`config.mk`:
```
export PLATFORM = sky130hd
export DESIGN_NAME = rob
export DESIGN_NICKNAME = d
export VERILOG_FILES = /design/src/rtl/rob.sv
export SDC_FILE = /design/constraint.sdc
export NUM_CORES = 2
export LEC_CHECK = 0
export ABC_AREA = 1
export CORE_MARGIN = 2
export CORE_UTILIZATION = 40
export CTS_BUF_LIST = sky130_fd_sc_hd__clkbuf_4
export DETAILED_ROUTE_END_ITERATION = 8
export PLACE_DENSITY_LB_ADDON = 0.05
export REMOVE_ABC_BUFFERS = 1
export SYNTH_ARGS = -nofsm -noshare
export SYNTH_HDL_FRONTEND = slang
export SYNTH_SLANG_ARGS = --single-unit
```
`constraint.sdc`:
```
create_clock -name clk -period 69.4 [get_ports clk]
set_clock_uncertainty 0.1 [all_clocks]
set_input_delay 13.88 -clock clk [delete_from_list [all_inputs] [get_ports clk]]
set_output_delay 13.88 -clock clk [all_outputs]
set_load 0.01 [all_outputs]
```
`src/rtl/rob.sv`:
```
// Reorder buffer: 7-entry in-order retire queue with a register alias table,
// operand lookup toward the reservation station, and an architectural regfile.
// Tags 1..7 name the entries directly; tag 0 means "no producer / no broadcast".
module rob (
    input  logic        clk,
    input  logic        rst,
    input  logic        issue_valid,
    input  logic [5:0]  issue_op,
    input  logic [4:0]  issue_rd,
    input  logic [4:0]  issue_rs1,
    input  logic [4:0]  issue_rs2,
    input  logic        rs_full,
    input  logic [31:0] alu_data,
    input  logic [2:0]  alu_des_in,
    input  logic [31:0] memory_data,
    input  logic [2:0]  memory_des_in,
    input  logic        flush,
    output logic        issue_accept,
    output logic [2:0]  issue_tag,
    output logic [31:0] value1,
    output logic [31:0] value2,
    output logic [2:0]  query1,
    output logic [2:0]  query2,
    output logic        rob_full,
    output logic        commit_valid,
    output logic [2:0]  commit_tag,
    output logic [4:0]  commit_rd,
    output logic [31:0] commit_data
);

    typedef struct packed {
        logic [31:0] val;
        logic [2:0]  q;
    } operand_t;

    // Slot 0 exists only so tags index the arrays directly; it is never allocated.
    logic [7:0]  busy;
    logic [7:0]  ready;
    logic [5:0]  ent_op  [8];
    logic [4:0]  ent_rd  [8];
    logic [31:0] ent_val [8];
    logic [2:0]  rat     [32];
    logic [31:0] regfile [32];
    logic [2:0]  head;
    logic [2:0]  tail;
    logic [2:0]  count;

    logic        commit_fire;
    logic [4:0]  issue_rd_eff;
    operand_t    op1;
    operand_t    op2;

    // Branches and stores produce no register result.
    function automatic logic has_dest(input logic [5:0] op);
        return !((op >= 6'd10 && op <= 6'd13) || (op >= 6'd23 && op <= 6'd27));
    endfunction

    function automatic logic [2:0] next_tag(input logic [2:0] t);
        return (t == 3'd7) ? 3'd1 : t + 3'd1;
    endfunction

    // Uses the pre-issue mapping, so a source equal to the issuing rd sees the
    // older producer. Memory broadcast is checked first so it wins a tag tie.
    function automatic operand_t lookup(input logic [4:0] rs);
        operand_t   r;
        logic [2:0] t;
        r = '0;
        t = rat[rs];
        if (rs != 5'd0) begin
            if (t == 3'd0)                r.val = regfile[rs];
            else if (ready[t])            r.val = ent_val[t];
            else if (memory_des_in == t)  r.val = memory_data;
            else if (alu_des_in == t)     r.val = alu_data;
            else                          r.q   = t;
        end
        return r;
    endfunction

    // Issue handshake, retire decision and operand lookup.
    always_comb begin
        rob_full     = (count == 3'd7);
        issue_accept = issue_valid & ~rob_full & ~rs_full & ~flush;
        issue_tag    = tail;
        issue_rd_eff = has_dest(issue_op) ? issue_rd : 5'd0;
        commit_fire  = busy[head] & ready[head];
        op1          = lookup(issue_rs1);
        op2          = lookup(issue_rs2);
        value1       = op1.val;
        query1       = op1.q;
        value2       = op2.val;
        query2       = op2.q;
    end

    // State update: flush beats everything; within a normal cycle the issue
    // rename is written last so it overrides a same-cycle commit clear of rat.
    always_ff @(posedge clk or posedge rst) begin
        if (rst) begin
            busy  <= '0;
            ready <= '0;
            for (int i = 0; i < 8; i++) begin
                ent_op[i]  <= '0;
                ent_rd[i]  <= '0;
                ent_val[i] <= '0;
            end
            for (int i = 0; i < 32; i++) begin
                rat[i]     <= '0;
                regfile[i] <= '0;
            end
            head         <= 3'd1;
            tail         <= 3'd1;
            count        <= '0;
            commit_valid <= 1'b0;
            commit_tag   <= '0;
            commit_rd    <= '0;
            commit_data  <= '0;
        end else if (flush) begin
            busy  <= '0;
            ready <= '0;
            for (int i = 0; i < 32; i++) rat[i] <= '0;
            head         <= 3'd1;
            tail         <= 3'd1;
            count        <= '0;
            commit_valid <= 1'b0;
            commit_tag   <= '0;
            commit_rd    <= '0;
            commit_data  <= '0;
        end else begin
            commit_valid <= commit_fire;
            commit_tag   <= commit_fire ? head : 3'd0;
            commit_rd    <= commit_fire ? ent_rd[head] : 5'd0;
            commit_data  <= commit_fire ? ent_val[head] : 32'd0;

            if (alu_des_in != 3'd0 && busy[alu_des_in]) begin
                ready[alu_des_in]   <= 1'b1;
                ent_val[alu_des_in] <= alu_data;
            end
            if (memory_des_in != 3'd0 && busy[memory_des_in]) begin
                ready[memory_des_in]   <= 1'b1;
                ent_val[memory_des_in] <= memory_data;
            end

            if (commit_fire) begin
                busy[head]  <= 1'b0;
                ready[head] <= 1'b0;
                if (has_dest(ent_op[head]) && ent_rd[head] != 5'd0)
                    regfile[ent_rd[head]] <= ent_val[head];
                if (ent_rd[head] != 5'd0 && rat[ent_rd[head]] == head)
                    rat[ent_rd[head]] <= 3'd0;
                head <= next_tag(head);
            end

            if (issue_accept) begin
                busy[tail]   <= 1'b1;
                ready[tail]  <= 1'b0;
                ent_op[tail] <= issue_op;
                ent_rd[tail] <= issue_rd_eff;
                if (issue_rd_eff != 5'd0) rat[issue_rd_eff] <= tail;
                tail <= next_tag(tail);
            end

            count <= count + {2'b00, issue_accept} - {2'b00, commit_fire};
        end
    end

endmodule

```
==> impl_metrics.env <==
export IMPL_yosys_warnings=0
export IMPL_crit_fanout=78
export IMPL_ys_top_cells_by_count="nand2_1 (3113), o21ai_0 (2229), a21oi_1 (1551)"
export IMPL_die_area_um2=229300
export IMPL_clockBufferDepth=4
export IMPL_worst_pin_slew_ns=1.243
export IMPL_cellLeakagePower_nw=41.67
export IMPL_fmax_mhz=28.87
export IMPL_wl_mm=440.7
export IMPL_place_gp_congestion=0.9408
export IMPL_area_growth_pct=10.12
export IMPL_synth_edff_count=0
export IMPL_synth_top_area_share_pct=42.39
export IMPL_drive_gt1_share_pct=8.314
export IMPL_finalSetupViolCount=0
export IMPL_io_pins=212
export IMPL_clkPwrFrac_pct=38.0
export IMPL_cts_sinks=1530
export IMPL_clkTransAtPathRegs_ns=0.07
export IMPL_dr_pass1_iters=9
export IMPL_overflow=0
export IMPL_cts_buffers_inserted=461
export IMPL_tns_ns=0
export IMPL_h_tree_depth=5
export IMPL_ys_types=46
export IMPL_grt_max_degree=216
export IMPL_portBuffers=211
export IMPL_rsz0062_at_grt="no"
export IMPL_grt_first_pass_wirelength_mm=637.7
export IMPL_crit_type="in2out"
export IMPL_crit_slowest_cell="buf_4"
export IMPL_die_height_um=478.9
export IMPL_dieWidth_um=478.9
export IMPL_drtIter0Drc=13190
export IMPL_hpwlAfterDp_mm=256.4
export IMPL_start_kind="input pin"
export IMPL_p_comb_share_pct=21.5
export IMPL_drc=0
export IMPL_core_area_um2=224500
export IMPL_p_sw_share_pct=35.62
export IMPL_cts_tree="yes"
export IMPL_cts_resized=0
export IMPL_regArea_um2=38290
export IMPL_vdd_drop_max_mv=0.01852
export IMPL_viasPerCell=6.145
export IMPL_period_needed_ns=34.64
export IMPL_p_int_mw=1.499
export IMPL_async_flop_share_pct=100.0
export IMPL_holdBufCountCts=0
export IMPL_synth_largest_area_cell="dfrtp_1"
export IMPL_p_per_area_nw_per_um2=23.44
export IMPL_hold_class="reg2reg"
export IMPL_slew_limit_headroom_pct=17.04
export IMPL_initial_core_util_pct=40.19
export IMPL_drv_slew=0
export IMPL_yosys_register_bits=1530
export IMPL_pwr_share_seq_pct=40.5
export IMPL_antenna_found_initial=29
export IMPL_end_kind="primary output"
export IMPL_root_buffer="clkbuf_4"
export IMPL_grt_pass1_vias=90210
export IMPL_ant_nets=0
export IMPL_num_rows=174
export IMPL_multi_input_area_um2=44800
export IMPL_clk_latency_ns=1.46
export IMPL_fill_cells=23280
export IMPL_hold_violations=0
export IMPL_fin_nets=12560
export IMPL_cp_common_cell="buf_4"
export IMPL_synth_seq_area_share_pct=42.45
export IMPL_status="completed"
export IMPL_synth_ff_type="dfrtp_1"
export IMPL_netlist_top_cells_area="dfrtp_1 (42%), nand2_1 (13%), o21ai_0 (12%)"
export IMPL_worstPathCellList="buf_8 -> buf_4 -> o21ai_0 -> nor2_1 -> a21oi_1 -> a21oi_1 -> nand2_1 -> nand3_1 -> nand2_4 -> buf_4 -> nand2_1 -> nand3_1 -> nand3_1 -> nand2_2 -> buf_4 -> inv_2 -> buf_4 -> nand4_1 -> nor2_1 -> clkdlybuf4s50_1"
export IMPL_maxCapViolCount=0
export IMPL_min_period_over_period_pct=49.91
export IMPL_post_drt_wl_per_cell_um=27.88
export IMPL_avgSynthCellArea_um2=7.060
export IMPL_grt_use_total_pct=37.39
export IMPL_arrival_ns=20.66
export IMPL_vias=97120
export IMPL_switchingPower_mw=0.8293
export IMPL_syn_instance_count=12780
export IMPL_yosysMostFrequentCell="nand2_1"
export IMPL_syn_area_um2=90200
export IMPL_post_cts_buffers=0
export IMPL_critical_path_max_stage_delay_ns=0.62
export IMPL_cp_required_ns=55.42
export IMPL_fin_hold_ws_ns=0.2793
## layout by cell type, fill, tap and decap left out, types with 200 or more instances in the layout
| cell type | count |
|---|---|
| o21ai_0 | 2229 |
| clkbuf_4 | 672 |
| clkdlybuf4s50_1 | 200 |
| nand2_1 | 3076 |
| nor2_1 | 570 |
| buf_4 | 219 |
| o211ai_1 | 292 |
| inv_1 | 697 |
| dfrtp_1 | 1528 |
| a21oi_1 | 1551 |
| nand3_1 | 444 |
| o21ai_1 | 297 |
| a22oi_1 | 226 |
## stage by stage
stage	setup WS, ns	util, %	area, µm²	cells	power (mW)
floorplan	12.26	-	85430	11560	1.222
detailed placement	35.16	41.73	93660	14990	1.444
finish	34.76	44.26	99330	15810	2.328
global route	34.66	44.25	99320	15800	2.429
global placement	35.07	41.73	93660	14990	1.441
CTS	35.13	44.24	99300	15790	2.331
## routing by layer
| layer | vias up | share of wire (%) | routed length [µm] | GRT usage, % |
|---|---|---|---|---|
| met4 | 16 | 6.2 | 27150 | 22.11 |
| met2 | 5984 | 42 | 186800 | 54.47 |
| li1 | 43160 | - | - | - |
| met1 | 46710 | 41 | 180600 | 50.74 |
| met3 | 1248 | 10 | 46080 | 8.342 |
| met5 | - | 0.019 | 83 | 0 |
## sequential cells by signal, summed over array words and instances, names as in the netlist
| name | cells |
|---|---|
| ent_val | 256 |
| ent_rd | 40 |
| regfile | 1024 |
| busy | 8 |
| ent_op | 48 |
| count | 3 |
| commit_data | 32 |
| issue_tag | 3 |
| rat | 96 |
| head | 3 |
| commit_valid | 1 |
| ready | 8 |
| commit_tag | 3 |
| commit_rd | 5 |
## final cells by class
type	count	share of cell area, %
Clock buffer	672	5.079
Inverter	739	2.857
Antenna cell	15	0.03779
Multi-Input combinational cell	9286	45.10
Sequential cell	1530	38.55
Clock inverter	132	0.5958
Tap cell	2992	3.769
Timing Repair Buffer	439	4.012
## path summary, 6_finish.rpt
path / start / end / slack, ns / cells after the start
max in group asynchronous: rst / rat[22]$_DFF_PP0_ / 52.39 / 6
setup reg to reg: head[0]$_DFFE_PP1P_ / regfile[714]$_DFFE_PP0P_ / 62.68 / 17
setup / recovery: issue_rs1[0] / query1[1] / 34.76 / 20
hold / removal: ent_val[254]$_DFFE_PP0N_ / ent_val[254]$_DFFE_PP0N_ / 0.28 / 0
min in group asynchronous: rst / regfile[428]$_DFFE_PP0P_ / 12.88 / 2
hold reg to reg: ent_val[254]$_DFFE_PP0N_ / ent_val[254]$_DFFE_PP0N_ / 0.28 / 0
## worst max-delay path, delay by kind of cell
kind                   cells  cell delay (ns)
AOI/OAI and AO/OA          3             0.36
buffers and inverters      7             3.46
and+or+nand+nor           10             2.69
## power groups by stage
stage / logic [mW] / registers, mW / clock network, mW
global route: 0.535 / 0.945 / 0.949
floorplan: 0.266 / 0.956 / 0
CTS: 0.488 / 0.941 / 0.902
finish: 0.501 / 0.942 / 0.885
global placement: 0.484 / 0.957 / 0
detailed placement: 0.486 / 0.958 / 0
## logic make-up after synthesis
logic type | Yosys count | share of synthesized area [%]
xor+xnor | 10 | 0.09709
simple gates | 4283 | 18.77
flops | 1530 | 42.45
compound gates | 4986 | 30.21
buf+inv | 1960 | 8.370
fa+ha+maj | 7 | 0.1054
Power figures use the tool's default switching activity.
